[src/rtl/load_store_unit.sv]
// load_store_unit: RV32I load/store front end for a single-port-style block memory.
// Sub-word stores read the word first, then write back the merged word.
module load_store_unit #(
  parameter int ADDRESS_SIZE = 10
) (
  input  logic                    clk,
  input  logic                    rst_n,
  input  logic                    req_valid,
  output logic                    req_ready,
  input  logic                    req_write,
  input  logic [2:0]              req_funct3,
  input  logic [ADDRESS_SIZE+1:0] req_address,
  input  logic [31:0]             req_wdata,
  output logic                    resp_valid,
  output logic [31:0]             resp_rdata,
  output logic                    resp_error,
  output logic                    mem_read_enable,
  output logic                    mem_write_enable,
  output logic [ADDRESS_SIZE-1:0] mem_read_address,
  output logic [ADDRESS_SIZE-1:0] mem_write_address,
  output logic [31:0]             mem_write_data,
  input  logic [31:0]             mem_read_data
);
  typedef enum logic [1:0] {IDLE, READ, LOAD_DATA, WRITE} state_t;
  state_t                  state_q;
  logic                    write_q;
  logic [2:0]              funct3_q;
  logic [ADDRESS_SIZE+1:0] addr_q;
  logic [31:0]             wdata_q;
  logic                    resp_valid_q;
  logic                    resp_error_q;
  logic [31:0]             resp_rdata_q;
  logic                    illegal;
  logic [7:0]              rd_byte;
  logic [15:0]             rd_half;
  logic [31:0]             load_data;
  logic [4:0]              sh;
  logic [31:0]             mask;
  always_comb begin
    illegal = req_write
      ? (req_funct3 > 3'd2 || (req_funct3 == 3'd1 && req_address[0]) ||
         (req_funct3 == 3'd2 && req_address[1:0] != 2'd0))
      : (req_funct3 == 3'd3 || req_funct3 > 3'd5 ||
         ((req_funct3 == 3'd1 || req_funct3 == 3'd5) && req_address[0]) ||
         (req_funct3 == 3'd2 && req_address[1:0] != 2'd0));
    rd_byte   = mem_read_data[{addr_q[1:0], 3'b000} +: 8];
    rd_half   = mem_read_data[{addr_q[1], 4'b0000} +: 16];
    load_data = funct3_q == 3'd0 ? {{24{rd_byte[7]}}, rd_byte} :
                funct3_q == 3'd1 ? {{16{rd_half[15]}}, rd_half} :
                funct3_q == 3'd4 ? {24'd0, rd_byte} :
                funct3_q == 3'd5 ? {16'd0, rd_half} : mem_read_data;
    // Merge the store lane into the word fetched during READ.
    sh             = funct3_q[0] ? {addr_q[1], 4'b0000} : {addr_q[1:0], 3'b000};
    mask           = (funct3_q[0] ? 32'h0000_FFFF : 32'h0000_00FF) << sh;
    mem_write_data = funct3_q[1] ? wdata_q : (mem_read_data & ~mask) | ((wdata_q << sh) & mask);
  end
  assign req_ready         = state_q == IDLE;
  assign mem_read_enable   = state_q == READ;
  assign mem_write_enable  = state_q == WRITE;
  assign mem_read_address  = addr_q[ADDRESS_SIZE+1:2];
  assign mem_write_address = addr_q[ADDRESS_SIZE+1:2];
  assign resp_valid        = resp_valid_q;
  assign resp_error        = resp_error_q;
  assign resp_rdata        = resp_rdata_q;
  always_ff @(posedge clk or negedge rst_n) begin
    if (!rst_n) begin
      state_q      <= IDLE;
      write_q      <= 1'b0;
      funct3_q     <= 3'd0;
      addr_q       <= '0;
      wdata_q      <= 32'd0;
      resp_valid_q <= 1'b0;
      resp_error_q <= 1'b0;
      resp_rdata_q <= 32'd0;
    end else begin
      resp_valid_q <= 1'b0;
      resp_error_q <= 1'b0;
      case (state_q)
        IDLE: if (req_valid) begin
          write_q  <= req_write;
          funct3_q <= req_funct3;
          addr_q   <= req_address;
          wdata_q  <= req_wdata;
          if (illegal) begin
            resp_valid_q <= 1'b1;
            resp_error_q <= 1'b1;
            resp_rdata_q <= 32'd0;
          end else begin
            state_q <= (req_write && req_funct3 == 3'd2) ? WRITE : READ;
          end
        end
        READ: state_q <= write_q ? WRITE : LOAD_DATA;
        LOAD_DATA: begin
          resp_rdata_q <= load_data;
          resp_valid_q <= 1'b1;
          state_q      <= IDLE;
        end
        WRITE: begin
          resp_rdata_q <= 32'd0;
          resp_valid_q <= 1'b1;
          state_q      <= IDLE;
        end
      endcase
    end
  end
endmodule

[config.mk]
export PLATFORM = sky130hd
export DESIGN_NAME = load_store_unit
export DESIGN_NICKNAME = d
export VERILOG_FILES = /design/src/rtl/load_store_unit.sv
export SDC_FILE = /design/constraint.sdc
export NUM_CORES = 1
export LEC_CHECK = 0
export CAP_MARGIN = 20
export CORE_ASPECT_RATIO = 1.2
export CORE_UTILIZATION = 27
export DETAILED_ROUTE_END_ITERATION = 8
export GPL_TIMING_DRIVEN = 1
export PLACE_DENSITY = 0.57
export SETUP_SLACK_MARGIN = 0.1
export SYNTH_ARGS = -nofsm -noshare
export SYNTH_HDL_FRONTEND = slang
export SYNTH_SLANG_ARGS = --single-unit
[constraint.sdc]
create_clock -name clk -period 3.1 [get_ports clk]
set_clock_uncertainty 0.05 [all_clocks]
set_input_delay 0.465 -clock clk [delete_from_list [all_inputs] [get_ports clk]]
set_output_delay 0.465 -clock clk [all_outputs]
set_load 0.02 [all_outputs]
==> results of run 1 <==
-- Yosys cell counts (2+ instances only) --
cell,n
dfrtp_1,84
mux2_2,60
nand2_1,31
o21ai_0,25
buf_4,20
a221o_1,16
a22o_1,16
buf_2,13
clkbuf_1,13
nor2_1,13
a21oi_1,9
mux2i_1,9
a22oi_1,8
o221ai_1,8
o22a_1,8
o2bb2ai_1,8
inv_1,7
o32a_1,5
nor2b_1,4
a2bb2oi_1,3
buf_6,3
nand2b_1,3
o21ai_1,3
o22ai_1,3
and2_1,2
buf_1,2
nor3b_1,2
nor4_1,2
o41a_1,2
-- sequential cells by signal, summed over array words and instances, names as in the netlist --
| signal | cells |
|---|---|
| wdata_q | 32 |
| funct3_q | 3 |
| resp_error | 1 |
| state_q | 2 |
| addr_q | 12 |
| resp_rdata | 32 |
| resp_valid | 1 |
| write_q | 1 |
-- worst reg2reg max path: stages (launching register included) --
cell	delay (ps)
dfrtp_1	480
buf_6	260
mux4_2	570
o41a_1	480
o311ai_0	180
nand3_1	110
-- layer usage --
metal,global-route usage (%),up-vias,part of all wire (%)
met5,0,-,0
met4,10.5,0,4.2
met3,4.17,32,6.2
met2,27.7,134,47
met1,22.1,1860,43
li1,-,1749,-
-- power groups by stage --
stage / Combinational [mW] / Clock [mW] / Sequential (mW)
floorplan: 2.66 / 0 / 1.98
global placement: 4.22 / 0 / 2.02
detailed placement: 4.26 / 0 / 2.05
CTS: 4.27 / 1.15 / 2.03
global route: 4.54 / 1.19 / 2.10
finish: 4.24 / 1.11 / 2.04
-- metrics by stage --
stage | util [%] | hold slack [ps] | power [mW]
after CTS | 40.3 | 331 | 7.45
after floorplan | - | 119 | 4.64
after global routing | 40.7 | 16.0 | 7.83
after detailed placement | 38.4 | 405 | 6.30
after global placement | 38.4 | 402 | 6.25
final | 40.7 | -8.48 | 7.38
-- logic make-up (layout without fill, tap and decap cells) --
kind of cell / count (synthesis) / after routing / share of synthesized area [%]
muxes: 70 / 70 / 17.7
and+or+nand+nor: 63 / 63 / 6.56
DFF: 84 / 84 / 47.3
other: 0 / 1 / 0
buffers and inverters: 58 / 204 / 7.46
AOI/OAI and AO/OA: 120 / 120 / 20.9
-- worst paths after layout --
kind	startpoint	to	slack [ps]	cells past startpoint
min reg2reg	write_q	state_q[0]	420	2
max reg2reg	addr_q[1]	resp_rdata[7]	840	5
min in group clk	write_q	state_q[0]	420	2
max	funct3_q[0]	mem_write_data[2]	200	5
max in group asynchronous	rst_n	funct3_q[1]	2370	2
min	rst_n	resp_rdata[3]	-8	1
-- cell type report --
class,instances,area (um^2),area share (%)
Sequential cell,84,2110,32.1
Antenna cell,1,2.50,0.0381
Timing Repair Buffer,181,1840,28.0
Multi-Input combinational cell,253,2030,30.9
Clock inverter,4,47.5,0.724
Inverter,7,26.3,0.400
Tap cell,212,265,4.04
Clock buffer,12,256,3.90
-- timing repair --
item	4_1_cts	5_1_grt
cloned	0	0
resized for setup	3	13
endpoints found under the setup margin	12	28
==> metrics.cfg, run 1 <==
[run_status]
status=finished, violations left
violations=negative hold slack

[placement]
dp_slack_ps=386
gp_congestion=0.859
dp.cells=736
place_hpwl_um=11000
placed_area_um2=6200
portBuffers=171

[clocking]
numCtsBuffers=9
clkTransAtPathRegs_ps=60
cts_tree=yes
cts_setup_buffers=0
htreeDepth=3
clk_latency_ps=350
ctsHoldBuffers=0
cts.path.max_buffers=2
root_buffer=clkbuf_16
cts_sinks=84

[critical_path]
cp_max_fo=15
cpPeakStageDelay_ps=540
cp_cell_sequence=nand2b_2, a21oi_2, buf_4, mux2_2, clkdlybuf4s50_1
crit_family=buffers and inverters
path_buf_inv=2
startpoint_type=flip-flop
end_kind=output port
critPathSlowestCell=clkdlybuf4s50_1
criticalPathCategory=reg -> out
critPathArrivalTime_ps=2380
cp.required_ps=2580

[floorplan]
rows=51
start_util_pct=27.5
die_w_um=119
pin_count=172
die_h_um=143
core_um2=16100
fp.dieArea_um2=17000

[sta]
fin_setup_tns_ps=0
slew_headroom_pct=50.3
finalCritPeriodShare_pct=93.5
fmax_mhz=345
worst_slack_ps=202
setup_violations=0
holdWs_ps=-8.48
tightest_slew_ps=744
final-hold-violation-count=20
slew_viol_final=0
rsz0062_at_grt=false
fin_crit_ps=2900

[finish]
fillers=1580
layout-drive-gt1-share_pct=18.1
finalNonFillerCells=754
final_cell_mix=162 x clkdlybuf4s50_1, 81 x dfrtp_1, 60 x mux2_2
syn_to_final_growth_pct=47.8
final_area_um2=6570
fin_nets=619
final_common_cell=clkdlybuf4s50_1

[yosys]
yosys-top-cells-area=dfrtp_1 47%, mux2_2 15%, a221o_1 3.6%
yosysTopAreaCell=dfrtp_1
syn_avg_cell_area_um2=11.3
synth_ff_type=dfrtp_1
synth_seq_cells=84
syn-num-nets=478
syn_inst=395
synth.cell_area_um2=4440
yosysWarnings=0
yosysTopAreaCellShare_pct=47.3
synth-async-reset-ratio_pct=100
synth-edff-count=0
synth.yosys.seq_area_share_pct=47.3
yosys.cell_types.count=42

[run]
max_cap_violations=0

[power_and_ir_drop]
clkPwrFrac_pct=15.0
powerDensity_nw_per_um2=1120
p_leak_nw=2.71
p_switching_mw=3.05
sequentialPowerShare_pct=27.6
p_int_mw=4.34
swShare_pct=41.3
pwr-share-comb_pct=57.4
peakVddDrop_v=0.000546

[global_route]
grt_overflow=0
antenna_found_initial=1
grt_usage_pct=17.7
grt_max_degree=85
grt_pass1_vias=3907
grt_pass1_wl_um=22500

[route]
wl_per_cell_um=19.4
post_drt_via_cell_ratio=5.01
drt_pass1_iterations=4
vias=3775
drc=0
wl_um=14600
ant_nets=0
drt-initial-drc-count=217

[min_path]
hold_path_class=in -> async

No activity file was read; power rests on OpenSTA's default activity.
==> run 2: changes to the inputs <==
--- a/config.mk
+++ b/config.mk
@@ -7,6 +7,7 @@
 export LEC_CHECK = 0
 export CAP_MARGIN = 20
 export CORE_ASPECT_RATIO = 1.2
+export CORE_MARGIN = 3
 export CORE_UTILIZATION = 27
 export DETAILED_ROUTE_END_ITERATION = 8
 export GPL_TIMING_DRIVEN = 1
==> run 2 against run 1 <==
The run still ends with negative hold slack left. Sequential share of layout area down 0.074 points. Non-clock buffer count rose by 1. Register-to-register slack improved by 170 ps. Largest cell class unchanged. Largest power group unchanged.
==> metrics.cfg, run 2 (synthesis results as in run 1) <==
[floorplan]
fp.dieArea_um2=18000
pin_count=172
die_w_um=123
start_util_pct=28.0
die_h_um=147
rows=50
core_um2=15900

[power_and_ir_drop]
sequentialPowerShare_pct=26.7
peakVddDrop_v=0.000437
p_int_mw=4.40
p_leak_nw=2.66
pwr-share-comb_pct=58.4
clkPwrFrac_pct=14.9
p_switching_mw=3.08
swShare_pct=41.2
powerDensity_nw_per_um2=1140

[run_status]
status=finished, violations left
violations=negative hold slack

[clocking]
ctsHoldBuffers=0
htreeDepth=3
cts_tree=yes
root_buffer=clkbuf_16
numCtsBuffers=9
clk_latency_ps=340
cts.path.max_buffers=2
cts_sinks=84
clkTransAtPathRegs_ps=60

[global_route]
grt_pass1_wl_um=22700
grt_pass1_vias=3912
grt_usage_pct=16.4
grt_overflow=0
grt_max_degree=85
antenna_found_initial=0

[finish]
n_antenna_cell=0
layout-drive-gt1-share_pct=18.3
seq_area_um2=2100
multi_input_area_um2=2050
final_cell_mix=169 x clkdlybuf4s50_1, 82 x dfrtp_1, 60 x mux2_2
syn_to_final_growth_pct=48.1
fillers=1562
fin_nets=620
final_common_cell=clkdlybuf4s50_1

[critical_path]
critPathArrivalTime_ps=2370
startpoint_type=flip-flop
cp.required_ps=2580
cp_max_fo=14
end_kind=output port
criticalPathCategory=reg -> out

[route]
vias=3785
post_drt_via_cell_ratio=5.05
wl_per_cell_um=19.8
drt_pass1_iterations=4
ant_nets=0
drt-initial-drc-count=291
wl_um=14900
drc=0

[placement]
place_hpwl_um=11300
portBuffers=171
gp_congestion=0.839

[sta]
slew_headroom_pct=54.7
slew_viol_final=0
finalCritPeriodShare_pct=93.0
final-hold-violation-count=8
fmax_mhz=347
rsz0062_at_grt=true
fin_crit_ps=2880
holdWs_ps=-5.88
fin_setup_tns_ps=0
tightest_slew_ps=678
setup_violations=0

[min_path]
hold_path_class=in -> async

[run]
max_cap_violations=0

-- run 2: layout make-up --
cell class,instances,area share [%]
clock buffers,12,3.90
clock inverters,4,0.723
inverters,7,0.399
multi-input cells,253,31.1
flip-flops and latches,84,32.0
well taps,208,3.96
repair buffers,182,28.0
-- run 2: per-stage QoR --
step	cell area (um^2)	utilization, %	setup slack, ps	power, mW	instances
2_1_floorplan	4440	-	851	4.64	395
3_3_place_gp	6190	39.0	281	6.27	732
3_5_place_dp	6190	39.0	319	6.33	732
4_1_cts	6520	41.0	92.1	7.50	748
5_1_grt	6580	41.4	83.4	7.94	750
6_report	6580	41.4	217	7.48	750
-- run 2: path summary, 6_finish.rpt --
| check | from | to | slack, ps | cells past startpoint |
|---|---|---|---|---|
| max reg2reg | addr_q[1] | resp_rdata[7] | 1010 | 5 |
| max in group asynchronous | rst_n | funct3_q[0] | 2360 | 2 |
| min reg2reg | write_q | state_q[0] | 420 | 2 |
| min | rst_n | resp_valid | -6 | 1 |
| max | funct3_q[0] | mem_write_data[23] | 220 | 5 |
| min in group clk | write_q | state_q[0] | 420 | 2 |
-- run 2: layer usage --
metal	vias to the layer above	GRT usage [%]	wire length, um
met1	1865	21.8	6300
met2	152	25.7	7070
met3	22	3.33	1100
met4	0	6.93	399
met5	-	0	0
li1	1746	-	-
-- run 2: power by group through the flow --
| stage | Combinational, mW | Sequential, mW | Clock, mW |
|---|---|---|---|
| after floorplan | 2.66 | 1.98 | 0 |
| after global placement | 4.28 | 1.99 | 0 |
| after detailed placement | 4.32 | 2.01 | 0 |
| after CTS | 4.36 | 1.99 | 1.15 |
| after global routing | 4.69 | 2.07 | 1.18 |
| final | 4.37 | 2.00 | 1.11 |
-- run 2: worst max-delay path: stages, from the launching register on --
cell and delay [ps]:
dfrtp_2 500, nand2b_2 280, nand2_2 260, mux2i_1 150, o21ai_0 200, clkdlybuf4s50_1 640
-- run 2: what timing repair did --
action,in CTS,in global routing
setup endpoints to repair,32,24
hold endpoints to repair,0,0
pin swaps,0,1
setup buffers,0,1
resized for setup,5,5
==> run 3: changes to the inputs <==
--- a/config.mk
+++ b/config.mk
@@ -8,11 +8,13 @@
 export CAP_MARGIN = 20
 export CORE_ASPECT_RATIO = 1.2
 export CORE_MARGIN = 3
-export CORE_UTILIZATION = 27
+export CORE_UTILIZATION = 49
+export CTS_BUF_LIST = sky130_fd_sc_hd__clkbuf_4
 export DETAILED_ROUTE_END_ITERATION = 8
 export GPL_TIMING_DRIVEN = 1
-export PLACE_DENSITY = 0.57
+export PLACE_DENSITY = 0.91
 export SETUP_SLACK_MARGIN = 0.1
+export SKIP_CTS_REPAIR_TIMING = 1
 export SYNTH_ARGS = -nofsm -noshare
 export SYNTH_HDL_FRONTEND = slang
 export SYNTH_SLANG_ARGS = --single-unit
==> run 3 against run 2 <==
The flow now finishes without violations. Critical path depth grew 1. Sequential share of layout area grew 1.4 points. Clock-buffer cell count shrank 3. Global-route usage grew 9.8 points. Largest power group unchanged.
==> metrics.cfg, run 3 (synthesis results as in run 1) <==
[floorplan]
rows=37
die_h_um=110
die_w_um=92.9
pin_count=172
start_util_pct=51.1
core_um2=8700
fp.dieArea_um2=10300

[sta]
worst_slack_ps=188
fin_crit_ps=2910
tightest_slew_ps=706
setup_violations=0
slew_viol_final=0
final-hold-violation-count=0
fmax_mhz=343
rsz0062_at_grt=false
holdWs_ps=452
slew_headroom_pct=52.5
finalCritPeriodShare_pct=93.9

[route]
drt_pass1_iterations=6
wl_per_cell_um=20.5
post_drt_via_cell_ratio=5.92
drc=0
wl_um=13600
vias=3922
ant_nets=0
drt-initial-drc-count=345

[clocking]
clkTransAtPathRegs_ps=140
clk_latency_ps=440
cts_sinks=84
cts.path.max_buffers=2
htreeDepth=3
numCtsBuffers=9
cts_tree=yes
root_buffer=clkbuf_4

[critical_path]
cp.required_ps=2580
end_kind=output port
cp_max_fo=27
critPathSlowestCell=clkdlybuf4s50_1
startpoint_type=flip-flop
cpPeakStageDelay_ps=620
criticalPathCategory=reg -> out
critPathArrivalTime_ps=2400
cp_cell_sequence=buf_6, nand2b_1, o22ai_1, a2bb2oi_1, o22a_1, clkdlybuf4s50_1

[global_route]
grt_max_degree=85
antenna_found_initial=0
grt_usage_pct=26.2
grt_pass1_wl_um=20700
grt_overflow=0
grt_pass1_vias=3826

[finish]
final_cell_mix=165 x clkdlybuf4s50_1, 83 x dfrtp_1, 60 x mux2_2
final_core_util_pct=72.4
syn_to_final_growth_pct=41.9
fin_nets=623
final_common_cell=clkdlybuf4s50_1
layout-drive-gt1-share_pct=17.6
n_antenna_cell=0

[placement]
dp_slack_ps=419
gp_congestion=0.921
portBuffers=171
place_hpwl_um=10300

[run_status]
status=finished clean

[run]
max_cap_violations=0

[power_and_ir_drop]
powerDensity_nw_per_um2=1110
p_total_mw=6.98
p_leak_nw=2.63
peakVddDrop_v=0.000698

[min_path]
hold_path_class=reg -> reg

[run 3: cell count changes in the layout (fill, tap and decap cells not counted), moves of 2 or more]
cell / previous run / this run
clkbuf_4: 0 / 9
dlymetal6s2s_1: 1 / 5
buf_6: 0 / 2
clkdlybuf4s50_1: 169 / 165
clkbuf_16: 9 / 0
clkinv_1: 0 / 3
clkinv_2: 2 / 0
clkbuf_8: 2 / 0
[run 3: layer usage]
| layer | part of all wire [%] | vias up | global-route usage [%] |
|---|---|---|---|
| li1 | - | 1756 | - |
| met2 | 51 | 205 | 44.1 |
| met3 | 7.6 | 34 | 4.82 |
| met5 | 0 | - | 0 |
| met1 | 39 | 1927 | 33.7 |
| met4 | 3.2 | 0 | 10.4 |
[run 3: path summary, 6_finish.rpt]
check | cells after the start | end | slack (ps) | start
min | 2 | resp_rdata[0] | 450 | resp_rdata[0]
min reg2reg | 2 | resp_rdata[0] | 450 | resp_rdata[0]
max | 6 | mem_write_data[11] | 190 | addr_q[1]
min in group asynchronous | 2 | addr_q[3] | 470 | rst_n
max in group asynchronous | 3 | resp_rdata[2] | 1890 | rst_n
max reg2reg | 5 | resp_rdata[7] | 920 | addr_q[1]
[run 3: layout make-up]
type / count / area (um^2)
inverters: 7 / 26.3
clock inverters: 7 / 66.3
clock buffers: 9 / 67.6
flip-flops and latches: 84 / 2100
fillers: 647 / 2400
multi-input cells: 253 / 2030
repair buffers: 185 / 1860
well taps: 117 / 146
[run 3: stage by stage]
| stage | TNS (ps) | area, um^2 | std cells |
|---|---|---|---|
| 2_1_floorplan | 0 | 4440 | 395 |
| 3_3_place_gp | 0 | 6080 | 643 |
| 3_5_place_dp | 0 | 6080 | 643 |
| 4_1_cts | -433 | 6220 | 659 |
| 5_1_grt | 0 | 6300 | 662 |
| 6_report | 0 | 6300 | 662 |
[run 3: power by group]
part / switching (mW) / internal (mW) / total (mW)
sequential: 0.400 / 1.55 / 1.95
clock: 0.387 / 0.242 / 0.629
combinational: 2.23 / 2.17 / 4.40
total: 3.02 / 3.97 / 6.98
[run 3: critical path: cells and delay by family, from the launching register on]
kind,cells,cell delay (ps)
flip-flops,1,390
AND/OR/NAND/NOR,1,220
AO/OA/AOI/OAI,3,490
buffers and inverters,2,850
